<file path="src/rtl/z16_mem_copy_engine_pkg.sv">
// Shared definitions for the Z16 block-copy engine: bus widths and FSM state encodings.
package z16_mem_copy_engine_pkg;

  localparam int ADDR_W = 16;
  localparam int DATA_W = 16;

  typedef enum logic [2:0] {
    ST_IDLE  = 3'd0,
    ST_READ  = 3'd1,
    ST_WAIT  = 3'd2,
    ST_WRITE = 3'd3,
    ST_DONE  = 3'd4
  } dma_state_e;

endpackage

</file>
<file path="src/rtl/z16_mem_copy_engine_ctr.sv">
// Remaining-word down counter for the Z16 copy engine.
// zero_o flags an empty count, last_o flags that the word being written is the final one.
module z16_dma_ctr #(
  parameter int W = 16
) (
  input  logic         clk_i,
  input  logic         rst_i,
  input  logic         load_i,
  input  logic [W-1:0] loadValue_i,
  input  logic         dec_i,
  output logic         zero_o,
  output logic         last_o
);

  logic [W-1:0] remaining_q;
  logic [W-1:0] remaining_d;

  // Load wins over decrement; the count never goes below zero.
  always_comb begin
    remaining_d = remaining_q;
    if (load_i) begin
      remaining_d = loadValue_i;
    end else if (dec_i && (remaining_q != '0)) begin
      remaining_d = remaining_q - W'(1);
    end
  end

  // Remaining-word register.
  always_ff @(posedge clk_i or posedge rst_i) begin
    if (rst_i) begin
      remaining_q <= '0;
    end else begin
      remaining_q <= remaining_d;
    end
  end

  assign zero_o = (remaining_q == '0);
  assign last_o = (remaining_q == W'(1));

endmodule

</file>
<file path="src/rtl/z16_mem_copy_engine.sv">
// Z16 bus-master block-copy engine: reads words from a source area and writes them to a
// destination area one word at a time over the data-memory port.
// Optional feature: define Z16_DMA_FILL_EN to add fill mode (i_fill=1 writes i_pattern
// to every destination word, one WRITE cycle per word, no reads).
// A zero-length command is recognised in one address-less READ cycle, using the counter's
// registered zero flag, so o_done follows two cycles after the start cycle.
module z16_mem_copy_engine
  import z16_mem_copy_engine_pkg::*;
#(
  parameter int RD_LAT = 1,
  parameter int LEN_W  = 16
) (
  input  logic              i_clk,
  input  logic              i_rst,
  input  logic              i_start,
  input  logic [ADDR_W-1:0] i_src,
  input  logic [ADDR_W-1:0] i_dst,
  input  logic [LEN_W-1:0]  i_len,
  input  logic              i_fill,
  input  logic [DATA_W-1:0] i_pattern,
  output logic              o_busy,
  output logic              o_done,
  output logic [LEN_W-1:0]  o_count,
  output logic [ADDR_W-1:0] o_mem_addr,
  output logic              o_mem_wen,
  output logic [DATA_W-1:0] o_mem_data,
  input  logic [DATA_W-1:0] i_mem_data
);

  localparam logic [1:0] LAT_LAST = 2'(RD_LAT - 1);

  dma_state_e        state_q;
  logic [1:0]        latCnt_q;
  logic [ADDR_W-1:0] srcPtr_q;
  logic [ADDR_W-1:0] dstPtr_q;
  logic [ADDR_W-1:0] memAddr_q;
  logic              memWen_q;
  logic [DATA_W-1:0] wordBuf_q;
  logic              busy_q;
  logic              done_q;
  logic [LEN_W-1:0]  count_q;

  logic              ctrLoad;
  logic              ctrDec;
  logic              ctrZero;
  logic              ctrLast;
  logic              fillStart;
  logic              fillMode;
  logic [DATA_W-1:0] fillValue;
  logic [DATA_W-1:0] fillNext;

`ifdef Z16_DMA_FILL_EN
  logic              fillMode_q;
  logic [DATA_W-1:0] pattern_q;

  // Fill-mode selection and pattern are captured with the command.
  always_ff @(posedge i_clk or posedge i_rst) begin
    if (i_rst) begin
      fillMode_q <= 1'b0;
      pattern_q  <= '0;
    end else if ((state_q == ST_IDLE) && i_start) begin
      fillMode_q <= i_fill;
      pattern_q  <= i_pattern;
    end
  end

  assign fillStart = i_fill && (i_len != '0);
  assign fillValue = i_pattern;
  assign fillMode  = fillMode_q;
  assign fillNext  = pattern_q;
`else
  logic unusedFillInputs;
  assign unusedFillInputs = ^{i_fill, i_pattern};
  assign fillStart = 1'b0;
  assign fillValue = '0;
  assign fillMode  = 1'b0;
  assign fillNext  = '0;
`endif

  assign ctrLoad = (state_q == ST_IDLE) && i_start;
  assign ctrDec  = (state_q == ST_WRITE);

  z16_dma_ctr #(.W(LEN_W)) u_ctr (
    .clk_i       (i_clk),
    .rst_i       (i_rst),
    .load_i      (ctrLoad),
    .loadValue_i (i_len),
    .dec_i       (ctrDec),
    .zero_o      (ctrZero),
    .last_o      (ctrLast)
  );

  // Transfer sequencer; every memory-port and status output is registered here.
  always_ff @(posedge i_clk or posedge i_rst) begin
    if (i_rst) begin
      state_q   <= ST_IDLE;
      latCnt_q  <= '0;
      srcPtr_q  <= '0;
      dstPtr_q  <= '0;
      memAddr_q <= '0;
      memWen_q  <= 1'b0;
      wordBuf_q <= '0;
      busy_q    <= 1'b0;
      done_q    <= 1'b0;
      count_q   <= '0;
    end else begin
      case (state_q)
        ST_IDLE: begin
          if (i_start) begin
            srcPtr_q <= i_src;
            dstPtr_q <= i_dst;
            count_q  <= '0;
            busy_q   <= 1'b1;
            if (fillStart) begin
              state_q   <= ST_WRITE;
              memAddr_q <= i_dst;
              memWen_q  <= 1'b1;
              wordBuf_q <= fillValue;
            end else begin
              state_q   <= ST_READ;
              memAddr_q <= (i_len != '0) ? i_src : '0;
            end
          end
        end
        ST_READ: begin
          if (ctrZero) begin
            state_q   <= ST_DONE;
            done_q    <= 1'b1;
            busy_q    <= 1'b0;
            memAddr_q <= '0;
          end else begin
            state_q  <= ST_WAIT;
            latCnt_q <= '0;
          end
        end
        ST_WAIT: begin
          if (latCnt_q == LAT_LAST) begin
            wordBuf_q <= i_mem_data;
            memAddr_q <= dstPtr_q;
            memWen_q  <= 1'b1;
            state_q   <= ST_WRITE;
          end else begin
            latCnt_q <= latCnt_q + 2'd1;
          end
        end
        ST_WRITE: begin
          srcPtr_q <= srcPtr_q + 16'd1;
          dstPtr_q <= dstPtr_q + 16'd1;
          count_q  <= count_q + LEN_W'(1);
          if (ctrLast) begin
            state_q   <= ST_DONE;
            done_q    <= 1'b1;
            busy_q    <= 1'b0;
            memWen_q  <= 1'b0;
            memAddr_q <= '0;
          end else if (fillMode) begin
            memAddr_q <= dstPtr_q + 16'd1;
            wordBuf_q <= fillNext;
          end else begin
            state_q   <= ST_READ;
            memWen_q  <= 1'b0;
            memAddr_q <= srcPtr_q + 16'd1;
          end
        end
        ST_DONE: begin
          done_q  <= 1'b0;
          state_q <= ST_IDLE;
        end
        default: begin
          state_q   <= ST_IDLE;
          memWen_q  <= 1'b0;
          memAddr_q <= '0;
          busy_q    <= 1'b0;
          done_q    <= 1'b0;
        end
      endcase
    end
  end

  assign o_busy     = busy_q;
  assign o_done     = done_q;
  assign o_count    = count_q;
  assign o_mem_addr = memAddr_q;
  assign o_mem_wen  = memWen_q;
  assign o_mem_data = wordBuf_q;

endmodule

</file>
<file path="config.mk">
export PLATFORM = sky130hd
export DESIGN_NAME = z16_mem_copy_engine
export DESIGN_NICKNAME = d
export VERILOG_FILES = /design/src/rtl/z16_mem_copy_engine_pkg.sv /design/src/rtl/z16_mem_copy_engine_ctr.sv /design/src/rtl/z16_mem_copy_engine.sv
export SDC_FILE = /design/constraint.sdc
export NUM_CORES = 1
export LEC_CHECK = 0
export BUFFER_PORTS_ARGS = -buffer_cell sky130_fd_sc_hd__buf_4
export CAP_MARGIN = 40
export CELL_PAD_IN_SITES_DETAIL_PLACEMENT = 1
export CELL_PAD_IN_SITES_GLOBAL_PLACEMENT = 1
export CORE_MARGIN = 2
export CORE_UTILIZATION = 41
export CTS_CLUSTER_SIZE = 16
export DETAILED_ROUTE_END_ITERATION = 16
export PLACE_DENSITY = 0.85
export SKIP_LAST_GASP = 1
export SLEW_MARGIN = 10
export SYNTH_ARGS = -nofsm -noshare
export SYNTH_HDL_FRONTEND = slang
export SYNTH_SLANG_ARGS = --single-unit
</file>
<file path="constraint.sdc">
create_clock -name i_clk -period 3.55 [get_ports i_clk]
set_input_delay 0.5325 -clock i_clk [delete_from_list [all_inputs] [get_ports i_clk]]
set_output_delay 0.5325 -clock i_clk [all_outputs]
set_load 0.02 [all_outputs]
</file>
==> reports/qor.yml, run 1 <==
cp_common_cell: "a21oi_1"
critPathRequiredTime_ns: 3.79
max_stage_delay_ns: 0.73
ys_ff_latch: 104
cts.clk_slew.worst_paths_ns: 0.07
ys_seq_area_share_pct: 45.9
layout_commonest_cell: "buf_4"
maxSlewViolCount: 0
setup_viol: 0
stdcell_area_sq_um: 7050
p_leak_nw: 3.05
worstPathArrival_ns: 2.73
synth_ff_type: "dfrtp_1"
fill_cells: 1518
vias_per_cell: 6.00
cts_max_level: 3
tightest_slew_ns: 1.03
fin_skew_ns: 0.00595
die_x_microns: 122
cap_violations: 0
start_kind: "flop"
gp_congestion: 0.915
cellPowerDensity_nw_per_um2: 892
power_w: 0.00628
antenna_found_initial: 0
setup_tns_ns: 0
syn_inst: 599
dr.pass1.iters: 5
relSlewSlack_pct: 30.9
status: "complete, no violations"
drt-total-wl_microns: 17600
synthToLayoutAreaGrowth_pct: 24.4
tritoncts: "yes"
drc: 0
grt_pass1_vias: 5537
portBuffers: 117
cp-end-kind: "flop"
grt_max_degree: 54
start_util_pct: 42.4
wl_met2_microns: 8800
cp_max_fo: 28
dp_hpwl_microns: 12300
wl_met3_microns: 1070
timing.final.crit_share_pct: 70.2
post_cts_buffers: 0
die_y_microns: 122
postSynthNetCount: 690
finalCriticalPeriod_ns: 2.49
placed_area_sq_um: 6690
synth_top_area_share_pct: 45.9
path_class: "reg2reg"
synth_area_leaders: "dfrtp_1 (46%), nand2_1 (4.7%), o21ai_0 (3.4%)"
synth_top_cell_by_area: "dfrtp_1"
antennaDiodeCount: 0
layout-drive-gt1-share_pct: 25.9
fp-row-count: 42
synth_area_sq_um: 5660
clk_latency_ns: 0.36
cts_made_buffers: 9
ctsRootBufferMaster: "clkbuf_16"
peakVddDrop_uv: 405
cp_slowest_cell: "dfrtp_1"
ant_nets: 0
num_io_pins: 135
grt_use_total_pct: 24.4
synth_edf_count: 0
final_cell_mix: "buf_4 (126), dfrtp_1 (104), nand2_1 (71)"
final_util_pct: 52.8
grt_overflow: 0
cts_resized: 0
dieArea_sq_um: 14800
syn_area_per_cell_sq_um: 9.46
routedWlPerCell_microns: 19.9
wl_met1_microns: 7340
ys_warn_count: 0
grt_pass1_wl_microns: 28100
cts_sinks: 104
clockBufferDepth: 2
fin_nets: 792
core_area_sq_um: 13300
cts_hold_buf: 0
synthArstFlopShare_pct: 100
final_hold_viol_count: 0
maxUsedRoutingLayer: "met4"
worstHoldPathType: "in2async"
max_freq_mhz: 401
num_vias: 5289
yosysUniqueCellTypes: 67
drt_iter0_drc: 330
rsz0062_at_grt: "no"
path_cells: "and3b_1 -> buf_4 -> nand2_1 -> a21oi_1 -> a21oi_1 -> a221o_2"
where the power goes:
part	switching [W]	leakage [nW]	total [W]	internal, W
sequential	0.000553	1.29	0.00221	0.00166
clock	0.000466	0.166	0.00116	0.000690
combinational	0.00169	1.59	0.00291	0.00122
total	0.00271	3.05	0.00628	0.00357
metrics by stage:
step | instances | setup WS (ns) | hold slack (ns)
5_1_grt | 882 | 0.817 | 0.334
4_1_cts | 881 | 1.08 | 0.303
3_3_place_gp | 865 | 1.18 | 0.462
6_report | 882 | 1.06 | 0.276
3_5_place_dp | 865 | 1.09 | 0.475
2_1_floorplan | 599 | 0.285 | 0.451
cell type report:
type                    count  area [sq um]  area share, %
flip-flops and latches    104          2600           36.9
well taps                 176           220           3.13
multi-input cells         438          2830           40.2
repair buffers            127           966           13.7
inverters                  21          81.3           1.15
clock inverters             7           120           1.70
clock buffers               9           225           3.20
registers in the layout (all words and copies together) (netlist names):
signal	count
o_mem_addr	16
dstPtr_q	16
o_done	1
srcPtr_q	16
o_busy	1
latCnt_q	2
state_q	3
o_mem_wen	1
o_count	16
u_ctr.remaining_q	16
o_mem_data	16
metal layers:
| metal | vias to the layer above | global-route usage [%] |
|---|---|---|
| met5 | - | 0 |
| met4 | 0 | 7.83 |
| met3 | 28 | 5.48 |
| met2 | 183 | 42.4 |
| met1 | 2636 | 30.2 |
| li1 | 2442 | - |
worst max-delay path: cells and delay by family, from the launching register on:
kind | cells | cell delay (ns)
AO/OA/AOI/OAI | 3 | 0.87
AND/OR/NAND/NOR | 2 | 0.45
buffers and inverters | 1 | 0.32
flip-flops | 1 | 0.73
logic make-up (layout without fill, tap and decap cells):
logic type / after synthesis / count (layout) / synth area share [%]
muxes: 25 / 25 / 4.88
xor gates and xnor gates: 15 / 15 / 2.32
DFF: 104 / 104 / 45.9
AOI/OAI and AO/OA: 166 / 166 / 21.1
adders and majority gates: 7 / 7 / 1.55
and+or+nand+nor: 225 / 225 / 20.1
buffers and inverters: 57 / 164 / 4.18
synth_stat cells, drive strengths merged (5+ instances only):
library cell and instances:
nor2 52, o31ai 5, a21oi 24, nand2 71
nor3 17, a222oi 6, nand3 27, ha 7
buf 14, inv 21, a31oi 9, clkbuf 22
mux2 18, a22oi 6, a22o 10, nor4 11
mux2i 7, o211ai 10, o311ai 9, dfrtp 104
o21ai 40, nand4 18, a221o 18, xnor2 12
o2bb2ai 7
path summary, 6_finish.rpt:
| path | from | end | slack [ns] | cells after the start |
|---|---|---|---|---|
| setup / recovery | state_q[1] | u_ctr.remaining_q[5] | 1.06 | 6 |
| setup reg to reg | state_q[1] | u_ctr.remaining_q[5] | 1.06 | 6 |
| hold reg to reg | o_count[15] | o_count[15] | 0.50 | 1 |
| max in group asynchronous | i_rst | dstPtr_q[10] | 2.56 | 3 |
| min in group i_clk | i_dst[4] | dstPtr_q[4] | 0.38 | 3 |
| hold / removal | i_rst | o_mem_data[2] | 0.28 | 2 |
(Power assumes the default switching activity.)
==> inputs of run 2 (changes only) <==
ABC_AREA = 1   (was default)
CORE_UTILIZATION = 39   (was 41)
PLACE_DENSITY = 0.84   (was 0.85)
clock period = 2.6 ns   (was 3.55 ns; I/O delays follow)
==> run 2 against run 1 <==
Effect of this change:
- first-iteration DRC count increased by 1.8%
- worst setup slack worse by 0.54 ns
- combinational power increased by 70%
- fmax is 20% higher
- highest routed layer unchanged
- clock skew grew 0.0058 ns
- non-clock buffer count grew 4
- die area rose by 15%
==> reports/qor.yml, run 2 <==
status: "complete, no violations"
final_hold_viol_count: 0
cap_violations: 0
r2r_start: "state_q[0]"
fp-row-count: 46
clockBufferDepth: 2
tightest_slew_ns: 0.760
gp_congestion: 0.861
dieArea_sq_um: 17000
cts_made_buffers: 9
fin_nets: 1095
num_io_pins: 135
relSlewSlack_pct: 49.3
synth_top_cell_by_area: "dfrtp_1"
worstHoldPathType: "in2async"
cts_sinks: 104
startpoint: "state_q[0]"
p_leak_nw: 3.88
fill_cells: 2094
drt_iter0_drc: 336
antennaDiodeCount: 0
portBuffers: 117
cts_resized: 0
post_cts_buffers: 0
layout-drive-gt1-share_pct: 20.0
cts_max_level: 3
num_vias: 6323
grt_max_degree: 33
fin_skew_ns: 0.0117
routedWlPerCell_microns: 16.7
vias_per_cell: 5.16
final_cell_mix: "nand2_1 (294), buf_4 (129), dfrtp_1 (104)"
final_cells: 1225
syn_area_per_cell_sq_um: 7.04
path_cells: "nor2_2 -> nand2_1 -> inv_2 -> nand2_2 -> inv_2 -> o32ai_1 -> inv_1"
pre_cts_slack_ns: 0.525
rsz0062_at_grt: "no"
dp_hpwl_microns: 14900
max_stage_delay_ns: 0.44
synth_area_leaders: "dfrtp_1 (42%), nand2_1 (18%), nand3_1 (5.9%)"
ys_ff_latch: 104
final_util_pct: 48.8
layout_commonest_cell: "nand2_1"
synth_edf_count: 0
grt_use_total_pct: 24.9
placed_area_sq_um: 7380
maxSlewViolCount: 0
critPathRequiredTime_ns: 2.90
grt_pass1_wl_microns: 33200
yosysUniqueCellTypes: 42
synthToLayoutAreaGrowth_pct: 23.4
cp_slowest_cell: "dfrtp_1"
start_kind: "flop"
stdcell_area_sq_um: 7700
ctsRootBufferMaster: "clkbuf_16"
cellPowerDensity_nw_per_um2: 1220
antenna_found_initial: 0
tritoncts: "yes"
synth_area_sq_um: 6240
cp_common_cell: "inv_2"
drt-total-wl_microns: 20500
final-seq-area_sq_um: 2600
synth_ff_type: "dfrtp_1"
syn_inst: 886
core_area_sq_um: 15800
timing.final.crit_share_pct: 80.1
cp_max_fo: 18
cp-end-kind: "flop"
clk_latency_ns: 0.36
peakVddDrop_uv: 496
finalCriticalPeriod_ns: 2.08
ant_nets: 0
multiInputGateArea_sq_um: 3110
worstPathArrival_ns: 2.38
dp_cells: 1209
path_class: "reg2reg"
max_freq_mhz: 480
synth.most_common_cell: "nand2_1"
synth_top_area_share_pct: 41.7
grt_overflow: 0
final.setup.worst_slack_ns: 0.517
die_y_microns: 130
synthArstFlopShare_pct: 100
grt_pass1_vias: 6653
dr.pass1.iters: 5
setup_viol: 0
die_x_microns: 130
synth_common_cells: "nand2_1 (294), dfrtp_1 (104), nor2_1 (96)"
postSynthNetCount: 977
cts.clk_slew.worst_paths_ns: 0.07
ys_seq_area_share_pct: 41.7
ys_warn_count: 0
cts_hold_buf: 0
start_util_pct: 39.5
drc: 0
setup_tns_ns: 0
==> run 2: changes by cell type after synthesis, sizes merged, moves of 12 or more <==
cell,before,now
nand2,71,325
inv,21,102
nor2,52,105
nand3,27,75
a221o,18,0
mux2,18,0
clkbuf,22,5
nor3,17,5
o21ai,40,52
==> run 2: cell type report <==
class | count | share of cell area (%)
Tap cell | 216 | 3.51
Inverter | 102 | 5.06
Timing Repair Buffer | 131 | 13.1
Multi-Input combinational cell | 656 | 40.5
Clock inverter | 6 | 0.943
Sequential cell | 104 | 33.8
Clock buffer | 10 | 3.11
==> run 2: worst max-delay path, delay by kind of cell, from the launching register on <==
kind / cells / cell delay, ns
flops: 1 / 0.44
simple gates: 3 / 0.78
compound gates: 1 / 0.14
buf+inv: 3 / 0.67
==> run 2: worst paths after layout <==
kind,endpoint,slack [ns],cells after the start
max,o_mem_wen,0.52,7
min reg2reg,o_done,0.48,2
min,u_ctr.remaining_q[14],0.16,2
min in group i_clk,o_mem_data[2],0.22,3
max reg2reg,o_mem_wen,0.52,7
max in group asynchronous,u_ctr.remaining_q[10],1.72,3
==> run 2: kinds of logic after synthesis <==
| group | count (synthesis) | share of synthesized area (%) |
|---|---|---|
| AO/OA/AOI/OAI | 116 | 10.9 |
| XOR/XNOR | 7 | 0.983 |
| adder cells (fa/ha/maj) | 7 | 1.40 |
| buffers and inverters | 126 | 8.37 |
| flip-flops | 104 | 41.7 |
| AND/OR/NAND/NOR | 526 | 36.6 |
==> run 2: routing by layer <==
layer / GRT usage (%) / routed length [microns]
met5: 0 / 0
met4: 9.70 / 539
met3: 4.93 / 902
met2: 41.7 / 9840
met1: 31.8 / 9190
==> run 2: power breakdown <==
part	switching, W	internal (W)
sequential	0.000634	0.00232
combinational	0.00326	0.00169
clock	0.000686	0.000791
total	0.00458	0.00480
==> run 2: stage by stage <==
| step | total power (W) | hold WS, ns |
|---|---|---|
| finish | 0.00938 | 0.161 |
| global route | 0.0101 | 0.210 |
| CTS | 0.00940 | 0.183 |
| detailed placement | 0.00786 | 0.466 |
| global placement | 0.00767 | 0.464 |
| floorplan | 0.00624 | 0.453 |
==> inputs of run 3 (changes only) <==
clock period = 2.1 ns   (was 2.6 ns; I/O delays follow)
==> run 3 against run 2 <==
Effect of this change:
- via count increased by 0.17%
- first-iteration DRC count is 2.1% lower
- clock power grew 18%
- critical endpoint is now o_mem_addr[11]
- routed wire length down 2.3%
- largest power group unchanged
- highest routed layer unchanged
- worst setup slack worse by 0.28 ns
- register-to-register slack worse by 0.28 ns
==> reports/qor.yml, run 3 (same netlist as run 2, synthesis figures left out) <==
cp-end-kind: "flop"
cts_resized: 0
fin_skew_ns: 0.00845
grt_pass1_vias: 6516
rrSetupSlack_ns: 0.24
worstHoldPathCells: 3
placed_area_sq_um: 7410
tritoncts: "yes"
dr.pass1.iters: 5
ctsRootBufferMaster: "clkbuf_16"
p_leak_nw: 3.88
ant_nets: 0
max_stage_delay_ns: 0.41
grt_max_degree: 71
dp_hpwl_microns: 14900
antennaDiodeCount: 0
core_area_sq_um: 15800
drt_iter0_drc: 329
critPathRequiredTime_ns: 2.41
grt_pass1_wl_microns: 32300
power_w: 0.0115
final_cells: 1229
synthToLayoutAreaGrowth_pct: 23.8
maxSlewViolCount: 0
fin_nets: 1100
num_vias: 6334
grt_overflow: 0
finalCriticalPeriod_ns: 1.86
final_hold_viol_count: 0
cts_made_buffers: 9
cts_sinks: 104
final_cell_mix: "nand2_1 (294), buf_4 (133), dfrtp_1 (104)"
tightest_slew_ns: 0.443
post_cts_buffers: 0
startpoint: "state_q[2]"
routedWlPerCell_microns: 16.3
rsz0062_at_grt: "no"
start_kind: "flop"
relSlewSlack_pct: 70.4
setup_tns_ns: 0
drc: 0
fp-row-count: 46
worstHoldPathType: "in2reg"
cp_slowest_cell: "dfrtp_1"
path_class: "reg2reg"
clockBufferDepth: 2
r2r_start: "state_q[2]"
grt_use_total_pct: 24.4
die_x_microns: 130
worst-r2r-cell-count: 9
hold_end: "o_mem_data[1]"
dieArea_sq_um: 17000
layout-drive-gt1-share_pct: 20.2
status: "complete, no violations"
max_freq_mhz: 537
holdCritStartpoint: "i_mem_data[1]"
fill_cells: 2100
cap_violations: 0
gp_congestion: 0.871
antenna_found_initial: 0
cellPowerDensity_nw_per_um2: 1490
die_y_microns: 130
clk_latency_ns: 0.36
timing.final.crit_share_pct: 88.7
r2r_end: "o_mem_addr[11]"
cts_max_level: 3
drt-total-wl_microns: 20000
whs_ns: 0.143
setup_viol: 0
cp_max_fo: 10
path_cells: "inv_2 -> nand3_1 -> inv_2 -> nand2_1 -> inv_2 -> nand2_1 -> nand2_1 -> nand2_1 -> nand2_1"
portBuffers: 117
num_io_pins: 135
start_util_pct: 39.5
worstPathArrival_ns: 2.17
cp_common_cell: "nand2_1"
cts.clk_slew.worst_paths_ns: 0.07
stdcell_area_sq_um: 7720
vias_per_cell: 5.15
peakVddDrop_uv: 607
layout_commonest_cell: "nand2_1"
dp_cells: 1213
-- run 3: per-stage QoR --
step	utilization (%)	setup WS, ns
6_report	49.0	0.238
5_1_grt	49.0	0.0562
4_1_cts	49.0	0.220
3_5_place_dp	47.0	0.231
3_3_place_gp	47.0	0.289
2_1_floorplan	-	0.539
-- run 3: critical path: cells and delay by family (launching register included) --
kind	cells	cell delay, ns
and+or+nand+nor	6	0.77
buffers and inverters	3	0.62
DFF	1	0.41
-- run 3: what timing repair did --
action	CTS	global route
setup endpoints to repair	0	0
hold buffers	1	0
hold endpoints to repair	12	0
-- run 3: per-layer routing --
layer / share of wire [%] / GRT usage, %
met5: 0 / 0
met4: 1.9 / 8.26
met3: 4.4 / 4.11
met2: 49 / 42.1
met1: 45 / 31.4
-- run 3: where the power goes --
group	switching [W]	internal, W	leakage (nW)
sequential	0.000775	0.00287	1.31
combinational	0.00397	0.00215	2.43
clock	0.000817	0.000927	0.139
-- run 3: worst max-delay path by stage --
| stage | to | slack [ns] |
|---|---|---|
| after global placement | o_mem_addr[11] | 0.29 |
| final | o_mem_addr[11] | 0.24 |
| after detailed placement | o_mem_addr[11] | 0.23 |
| after global routing | o_mem_addr[12] | 0.06 |
| after CTS | o_mem_addr[11] | 0.22 |
| after floorplan | dstPtr_q[0] | 0.54 |
-- run 3: cell type report --
type	instances	area (sq um)	area share (%)
multi-input cells	656	3110	40.3
flip-flops and latches	104	2600	33.7
repair buffers	136	1050	13.6
inverters	102	389	5.04
well taps	216	270	3.50
clock buffers	9	225	2.92
clock inverters	6	70.1	0.908
